--- src/rtl/rpc_reg_mux_pkg.sv ---
// rpc_reg_mux_pkg: shared types, request/response typedef macros and the channel decode helper
`define RPC_REG_MUX_TYPEDEF_REQ(req_t, AW, DW) \
    typedef struct packed { \
        logic [AW-1:0]     addr; \
        logic              write; \
        logic [DW-1:0]     wdata; \
        logic [DW/8-1:0]   wstrb; \
    } req_t;

`define RPC_REG_MUX_TYPEDEF_RSP(rsp_t, DW) \
    typedef struct packed { \
        logic [DW-1:0]     rdata; \
        logic              error; \
    } rsp_t;

package rpc_reg_mux_pkg;

    localparam int MaxChSelW = 4;
    localparam int DecW      = MaxChSelW + 1;

    typedef enum logic [1:0] {
        IDLE,
        WAIT,
        RESP
    } state_e;

    // Returns {hit, idx}; idx is zero-extended to MaxChSelW bits.
    function automatic logic [DecW-1:0] rpc_decode(
        input logic [63:0] addr,
        input int          sel_lsb,
        input int          sel_w,
        input int          num_ch,
        input logic [63:0] base
    );
        logic [63:0] idx;
        logic        hit;
        idx = (addr >> sel_lsb) & ((64'd1 << sel_w) - 64'd1);
        hit = ((addr >> (sel_lsb + sel_w)) == (base >> (sel_lsb + sel_w))) && (idx < 64'(num_ch));
        return {hit, idx[DecW-2:0]};
    endfunction

endpackage

--- src/rtl/rpc_reg_mux_timeout.sv ---
// rpc_reg_mux_timeout: wait-cycle counter that flags expiry on its last permitted cycle
module rpc_reg_mux_timeout #(
    parameter int Cycles = 256
) (
    input  logic clk_i,
    input  logic rst_i,
    input  logic clr_i,
    input  logic en_i,
    output logic expired_o
);

    localparam int CntW = (Cycles > 1) ? $clog2(Cycles) : 1;

    if (Cycles == 0) begin : g_off
        assign expired_o = 1'b0;
    end else begin : g_cnt
        logic [CntW-1:0] cnt_q, cnt_d;
        assign expired_o = en_i && (cnt_q == CntW'(Cycles - 1));
        // Count enabled cycles; restart when cleared or once expired.
        always_comb cnt_d = (clr_i || expired_o) ? '0 : en_i ? cnt_q + 1'b1 : cnt_q;
        // Counter register with synchronous reset.
        always_ff @(posedge clk_i) cnt_q <= rst_i ? '0 : cnt_d;
    end

endmodule

--- src/rtl/rpc_reg_mux.sv ---
// rpc_reg_mux: reg-bus channel demux with decode errors and timeout; RPC_REG_MUX_ERR_STICKY_EN adds per-channel sticky error flags
module rpc_reg_mux
    import rpc_reg_mux_pkg::*;
#(
    parameter int                     NumChannels   = 4,
    parameter int                     RegAddrWidth  = 48,
    parameter int                     RegDataWidth  = 32,
    parameter int                     ChSelLsb      = 12,
    parameter logic [RegAddrWidth-1:0] BaseAddr     = '0,
    parameter int                     TimeoutCycles = 256
) (
    input  logic                                clk_i,
    input  logic                                rst_i,
    input  logic [RegAddrWidth-1:0]             reg_addr_i,
    input  logic                                reg_write_i,
    input  logic [RegDataWidth-1:0]             reg_wdata_i,
    input  logic [RegDataWidth/8-1:0]           reg_wstrb_i,
    input  logic                                reg_valid_i,
    output logic [RegDataWidth-1:0]             reg_rdata_o,
    output logic                                reg_error_o,
    output logic                                reg_ready_o,
    output logic [RegAddrWidth-1:0]             ch_addr_o,
    output logic                                ch_write_o,
    output logic [RegDataWidth-1:0]             ch_wdata_o,
    output logic [RegDataWidth/8-1:0]           ch_wstrb_o,
    output logic [NumChannels-1:0]              ch_valid_o,
    input  logic [NumChannels*RegDataWidth-1:0] ch_rdata_i,
    input  logic [NumChannels-1:0]              ch_ready_i,
    input  logic [NumChannels-1:0]              ch_error_i
`ifdef RPC_REG_MUX_ERR_STICKY_EN
   ,output logic [NumChannels-1:0]              err_sticky_o,
    input  logic [NumChannels-1:0]              err_clr_i
`endif
);

    localparam int ChSelW = (NumChannels > 1) ? $clog2(NumChannels) : 1;
    localparam logic [RegAddrWidth-1:0] OffMask = (RegAddrWidth'(1) << ChSelLsb) - RegAddrWidth'(1);

    `RPC_REG_MUX_TYPEDEF_REQ(req_t, RegAddrWidth, RegDataWidth)
    `RPC_REG_MUX_TYPEDEF_RSP(rsp_t, RegDataWidth)

    state_e                  state_q, state_d;
    req_t                    req_q, req_d;
    rsp_t                    rsp_q, rsp_d;
    logic [ChSelW-1:0]       idx_q, idx_d;
    logic [DecW-1:0]         dec;
    logic                    hit;
    logic [ChSelW-1:0]       dec_idx;
    logic                    in_wait;
    logic                    sel_ready;
    logic                    expired;
    logic [NumChannels-1:0]  sel_oh;
    logic [RegDataWidth-1:0] sel_rdata;

    assign dec       = rpc_decode(64'(reg_addr_i), ChSelLsb, ChSelW, NumChannels, 64'(BaseAddr));
    assign hit       = dec[DecW-1];
    assign dec_idx   = ChSelW'(dec[DecW-2:0]);
    assign in_wait   = (state_q == WAIT);
    assign sel_ready = ch_ready_i[idx_q];
    assign sel_oh    = NumChannels'(1) << idx_q;
    assign sel_rdata = ch_rdata_i[32'(idx_q) * RegDataWidth +: RegDataWidth];

    assign reg_ready_o = (state_q == RESP);
    assign reg_rdata_o = rsp_q.rdata;
    assign reg_error_o = rsp_q.error;
    assign ch_addr_o   = req_q.addr & OffMask;
    assign ch_write_o  = req_q.write;
    assign ch_wdata_o  = req_q.wdata;
    assign ch_wstrb_o  = req_q.wstrb;
    assign ch_valid_o  = in_wait ? sel_oh : '0;

    rpc_reg_mux_timeout #(
        .Cycles(TimeoutCycles)
    ) u_timeout (
        .clk_i    (clk_i),
        .rst_i    (rst_i),
        .clr_i    (!in_wait),
        .en_i     (in_wait && !sel_ready),
        .expired_o(expired)
    );

    // Next state: capture and decode in IDLE, wait for channel ready or timeout, respond once.
    always_comb begin
        state_d = state_q;
        req_d   = req_q;
        rsp_d   = rsp_q;
        idx_d   = idx_q;
        unique case (state_q)
            IDLE: if (reg_valid_i) begin
                req_d.addr  = reg_addr_i;
                req_d.write = reg_write_i;
                req_d.wdata = reg_wdata_i;
                req_d.wstrb = reg_wstrb_i;
                idx_d       = dec_idx;
                rsp_d       = '{rdata: '0, error: !hit};
                state_d     = hit ? WAIT : RESP;
            end
            WAIT: if (sel_ready) begin
                rsp_d   = '{rdata: req_q.write ? '0 : sel_rdata, error: ch_error_i[idx_q]};
                state_d = RESP;
            end else if (expired) begin
                rsp_d   = '{rdata: '0, error: 1'b1};
                state_d = RESP;
            end
            RESP: state_d = IDLE;
            default: state_d = IDLE;
        endcase
    end

    // State and captured request/response registers.
    always_ff @(posedge clk_i) begin
        if (rst_i) begin
            state_q <= IDLE;
            req_q   <= '0;
            rsp_q   <= '0;
            idx_q   <= '0;
        end else begin
            state_q <= state_d;
            req_q   <= req_d;
            rsp_q   <= rsp_d;
            idx_q   <= idx_d;
        end
    end

`ifdef RPC_REG_MUX_ERR_STICKY_EN
    logic [NumChannels-1:0] sticky_q, sticky_set;
    assign sticky_set   = (in_wait && ((sel_ready && ch_error_i[idx_q]) || expired)) ? sel_oh : '0;
    assign err_sticky_o = sticky_q;
    // Sticky error flags; a new error wins over a simultaneous clear.
    always_ff @(posedge clk_i) sticky_q <= rst_i ? '0 : (sticky_q & ~err_clr_i) | sticky_set;
`endif

endmodule

--- config.mk ---
export PLATFORM = sky130hd
export DESIGN_NAME = rpc_reg_mux
export DESIGN_NICKNAME = d
export VERILOG_FILES = /design/src/rtl/rpc_reg_mux_pkg.sv /design/src/rtl/rpc_reg_mux_timeout.sv /design/src/rtl/rpc_reg_mux.sv
export SDC_FILE = /design/constraint.sdc
export NUM_CORES = 1
export LEC_CHECK = 0
export ABC_AREA = 1
export CAP_MARGIN = 20
export CORE_AREA = 2 2 135 137
export CTS_BUF_LIST = sky130_fd_sc_hd__clkbuf_8
export DETAILED_ROUTE_END_ITERATION = 10
export DIE_AREA = 0 0 137 139
export HOLD_SLACK_MARGIN = 0.12
export PLACE_DENSITY_LB_ADDON = 0.25
export SLEW_MARGIN = 10
export SYNTH_ARGS = -nofsm -noshare
export SYNTH_HDL_FRONTEND = slang
export SYNTH_HIERARCHICAL = 1
export SYNTH_SLANG_ARGS = --single-unit
--- constraint.sdc ---
create_clock -name clk_i -period 3.02 [get_ports clk_i]
set_input_delay 0.755 -clock clk_i [delete_from_list [all_inputs] [get_ports clk_i]]
set_output_delay 0.755 -clock clk_i [all_outputs]
set_load 0.005 [all_outputs]
# After elaboration in Yosys (flattened, before gate mapping)
# Cells that the tools add are included.
# word_totals
ff_bits	94
in_bits	224
out_inout_bits	123
word_cells	48
# op_classes
add_sub_neg	1
n_lt_le_gt_ge	2
n_eq_ne	5
shift	2
muxes	15
n_reduce_logical	14
# ops
cell	n
indexed part select 128 x 8 -> 32 bit	1
2-to-1 mux 33 bit	3
case mux 33 bit (2 select lines)	1
zero test 64 bit	1
2-to-1 mux 32 bit	1
adder 8 x 1 -> 8 bit, second input constant	1
== test 8 bit, second input constant	1
2-to-1 mux 2 bit	4
< comparator 2 x 3 -> 1 bit, second input constant	2
binary-select mux 1 bit (select 2 bit)	2
2-to-1 mux 4 bit	1
case mux 2 bit (2 select lines)	1
AND reduction 2 bit	2
<< shifter 1 x 2 -> 4 bit, first input constant	1
logical AND 1 bit	3
zero test 1 bit	3
!= test 3 x 1 -> 1 bit, second input constant	1
AND reduction 3 bit	1
== test 2 x 1 -> 1 bit, second input constant	1
== test 2 bit, second input constant	1
zero test 2 bit	1
2-to-1 mux 1 bit	2
!= test 2 bit, second input constant	1
nonzero test 2 bit	1
2 further kinds	2

# Depth between registers and ports, before layout
# logic_depth
word_depth	8
mapped_depth	18
depth_no_buf	17

# Hierarchy
# The synthesis kept the hierarchy.
# by_module_without_submodules
mod	n_inst	cells_per_inst	area_each_um2	seq_area_each_um2
rpc_reg_mux	1	682	4456.8	1721.7
rpc_reg_mux_timeout	1	51	430.4	160.2

# Worst setup path before layout
# OpenSTA, ideal clock, no wires.
# synth_timing
kind	input-to-reg
start	in ch_ready_i[3]
end	reg rsp_q, in the netlist reg_rdata_o[15]
setup_time_ps	136
arrival_ps	2378
required_ps	2884
path_slack_ps	506
stages	16
path_buffers	2
cell_sequence	nand3_1 > nand2_1 > nor2_4 > inv_1 > nor2_1 > nand2_2 > nor2_8 > nand3_4 > inv_1 > inv_1 > nand3_2 > nand3_2 > buf_6 > buf_12 > nand2_2 > a21oi_2
# synth_via
elab_chain_len	7
word_cells_on_any_way	9
classes_between	1 x eq/ne; 4 x mux; 4 x reduce/logical
# synth_rtl
item	line_no	source
start, declared	rpc_reg_mux.sv:28	input logic [NumChannels-1:0] ch_ready_i,
binary-select mux 1 bit (select 2 bit)	rpc_reg_mux.sv:59	assign sel_ready = ch_ready_i[idx_q];
2-to-1 mux 1 bit (not written as such)	rpc_reg_mux.sv:59	
zero test 1 bit	rpc_reg_mux.sv:78	.en_i (in_wait && !sel_ready),
logical AND 1 bit	rpc_reg_mux.sv:78	
logical AND 1 bit	rpc_reg_mux_timeout.sv:18	assign expired_o = en_i && (cnt_q == CntW'(Cycles - 1));
named net expired	rpc_reg_mux.sv:51	logic expired;
!= test 3 x 1 -> 1 bit (no line)	--	
AND reduction 3 bit (no line)	--	
end signal, assigned	rpc_reg_mux.sv:120	rsp_q <= rsp_d;
end, declared	rpc_reg_mux.sv:44	rsp_t rsp_q, rsp_d;
# The timed path passes the listed nets, and every way through them passes these cells. The select of a mux whose other input is x is not followed.
# A chain may end at the register's enable or synchronous reset.

# Worst setup path in the final report
# layout_timing
start	reg idx_q[1]
end	out ch_valid_o[1]
# layout_via
elab_chain_len	2
# layout_rtl
item	line_no	source
start, declared	rpc_reg_mux.sv:45	logic [ChSelW-1:0] idx_q, idx_d;
start signal, assigned	rpc_reg_mux.sv:121	idx_q <= idx_d;
<< shifter 1 x 2 -> 4 bit	rpc_reg_mux.sv:60	assign sel_oh = NumChannels'(1) << idx_q;
2-to-1 mux 4 bit	rpc_reg_mux.sv:70	assign ch_valid_o = in_wait ? sel_oh : '0;
end, declared	rpc_reg_mux.sv:26	output logic [NumChannels-1:0] ch_valid_o,
# No other way between the ends.

==> implementation parameters <==
Parameter                              Value

Run status
  Run status    completed

Critical path
  Depth of the worst register-to-register path    16
  Type of element capturing the critical path    primary output
  Register-to-register setup slack    between 0.7 and 0.8 ns
  Endpoint required time on the critical path    2.26 ns
  Critical path arrival    1.84 ns
  R2R Path Start    idx_q[1]
  Worst reg2reg path endpoint    reg_rdata_o[18]
  Type of the setup path with the least slack    reg -> out
  Kind of start point of the critical path    flop
  Critical path fanouts, max    6

GRT
  Pin count of the biggest net entering global routing    49
  Global Route Usage Sum    19.6%
  GRT overflow    0
  First-pass GRT wire length    approximately 29000 um
  Number of antenna violations at the first check in global routing    1
  Number of global-route vias before repair    roughly 5300

Layout
  Sequential cell area    about 1900 sq um
  Number of fill cells in the layout    approximately 1800
  Final nets    1259
  Area growth from synthesis to layout    69.9%
  Footprint of the multi-input gates    ~2600 sq um
  Most used cells in the layout excluding fill and tap cells    309 x clkdlybuf4s50_1, 208 x nand2_1, 145 x nor2_1, 94 x dfxtp_1, 58 x o21ai_0
  Most common cell after layout, fill and taps aside    clkdlybuf4s50_1
  Ratio of cells with drive above 1 in the final layout    under 10%

Min path
  Start point of the worst min-delay path    reg_rdata_o[0]
  Hold Path Depth    2
  Endpoint, Worst Hold    reg_rdata_o[0]
  Min-Delay Path Class    reg -> reg

Clock tree
  Clock-pin slew on the worst setup and hold paths    around 0.1 ns
  Clock buffer count from CTS    9
  CTS tree    done
  Hold buffers post-CTS    0
  Maximum clock insertion buffer count    2
  Clock root buffer master    clkbuf_8
  CTS H-tree depth    3
  Number of gates given a new drive strength after cts    0
  Setup repair bufs after CTS    0
  Worst skew pair latency    approximately 0.38 ns
  Sinks on Clock Net    between 90 and 100

Pwr
  Maximum vdd ir drop    about 0.25 mV
  Pwr Density    between 300 and 400 nW/um^2
  Static leakage power    ~3.5 nW

Floorplanning
  Placeable core region    around 18000 sq um
  Die Height    approximately 140 um
  Number of rows created at floorplan    49
  Number of placed I/O pins    between 300 and 400
  Die footprint    approximately 19000 sq um
  Starting density of the core    approximately 28%
  Horizontal extent of the die    roughly 140 um

Timing
  Final Worst Setup Slack    0.420 ns
  Final Hold Vio Count    0
  Setup-failing EPs final    0
  Minimum clock period after layout    2.60 ns
  Portion of the clock cycle consumed by the worst path in the final layout    between 80 and 90%
  Maximum achievable frequency    about 0.38 GHz
  Unrepaired setup endpoints after global routing    no
  Fin Setup TNS    0 ns
  Post-route clock skew    around 0.01 ns
  Final slew viol count    0

Synth
  Cell area after synthesis    between 4000 and 5000 sq um
  FFs w/ async S/R, synth    0%
  Top cells by area, synth    dfxtp_1 39%, nand2_1 16%, nor2_1 11%
  Share of the yosys chip area belonging to registers    between 30% and 40%
  Most used flip-flop cell after synthesis    dfxtp_1
  Post-synth EDFFs    0
  Top cell type by total area after synthesis    dfxtp_1
  Library cells used by synthesis    35
  Top cell type's share of synthesized area    between 30 and 40%
  Gate count after technology mapping    approximately 730
  Register bit total from synthesis    94
  Warnings from Yosys    6
  Mean post-synth cell area    6.67 sq um

Detailed routing
  DRC errors left    0
  DR iter-0 viols    between 200 and 250
  Routed wirelength normalized by instance count    15.3 um
  Number of vias per cell    4.31
  Sum of routed wire length over all layers    19500 um
  DRT antenna net count    0
  Detailed Routing Iterations Pass 1    4
  Count of vias placed by the detailed router    around 5500

Place
  DPL Wire Length    14900 um
  Placer Congestion    0.830
  Placement-stage worst setup slack    approximately 0.15 ns
  Quantity of I/O buffers inserted on ports    310

Job
  Max-cap viol count    0
## report_power, final
| group | internal [mW] | switching, mW | total [mW] |
|---|---|---|---|
| logic | 0.560 | 0.470 | 1.03 |
| clock network | 0.390 | 0.498 | 0.887 |
| registers | 1.34 | 0.0544 | 1.39 |
## cells by family after synthesis
kind of cell / count (synthesis) / share of synthesized area, %
XOR/XNOR: 4 / 0.717
adder cells (fa/ha/maj): 1 / 0.256
multiplexers: 1 / 0.205
other: 1 / 0.0767
AND/OR/NAND/NOR: 397 / 34.0
buffers and inverters: 107 / 11.9
flip-flops: 94 / 38.5
AO/OA/AOI/OAI: 128 / 14.4
## cells in the mapped netlist, types with 8 or more instances
master / n
o21ai_0: 58
nor2_1: 146
nand2_1: 208
inv_1: 29
nand2_2: 13
clkbuf_1: 25
o21ai_1: 16
a21oi_1: 35
a21oi_2: 10
buf_4: 39
dfxtp_1: 94
nand3_1: 8
## worst max-delay path by stage
stage / startpoint / end / slack, ns
after floorplan: ch_ready_i[3] / reg_rdata_o[15] / 0.51
after global placement: ch_ready_i[2] / reg_rdata_o[18] / 0.21
after detailed placement: ch_ready_i[2] / reg_rdata_o[18] / 0.15
after CTS: idx_q[1] / ch_valid_o[1] / 0.40
after global routing: state_q[0] / ch_valid_o[1] / 0.30
final: idx_q[1] / ch_valid_o[1] / 0.42
## per-stage QoR
stage	hold WS [ns]	power [mW]	utilization [%]	area [sq um]	cells
CTS	0.471	3.35	47.0	8300	1268
floorplan	0.456	1.86	-	5020	768
finish	0.470	3.31	47.0	8300	1269
global placement	0.447	2.45	45.9	8100	1252
global route	0.493	3.50	47.0	8300	1269
detailed placement	0.455	2.45	45.9	8100	1252
## registers in the layout, summed over array words and instances (netlist names)
signal                 count
ch_wstrb_o                 4
idx_q                      2
ch_addr_o                 12
state_q                    2
ch_write_o                 1
reg_rdata_o               32
u_timeout/g_cnt.cnt_q      8
reg_error_o                1
ch_wdata_o                32
## area by class of cell
class	instances	share of cell area, %
diodes	1	0.0301
clock buffers	9	1.49
clock inverters	7	0.874
inverters	33	1.49
multi-input cells	567	30.8
flip-flops and latches	94	22.7
well taps	229	3.45
repair buffers	329	39.2
## per-layer routing
| layer | vias up | GRT usage [%] | wire length [um] |
|---|---|---|---|
| met3 | 24 | 6.36 | 1860 |
| met2 | 222 | 32.1 | 8970 |
| met4 | 0 | 7.38 | 461 |
| met5 | - | 0 | 0 |
| met1 | 2392 | 23.6 | 8170 |
| li1 | 2837 | - | - |
## critical path, stage by stage, from the launching register on
cell and delay (ns):
dfxtp_1 0.43, inv_2 0.22, nand2_1 0.16, nor2_1 0.15, clkdlybuf4s50_1 0.51
(Power assumes the default switching activity.)
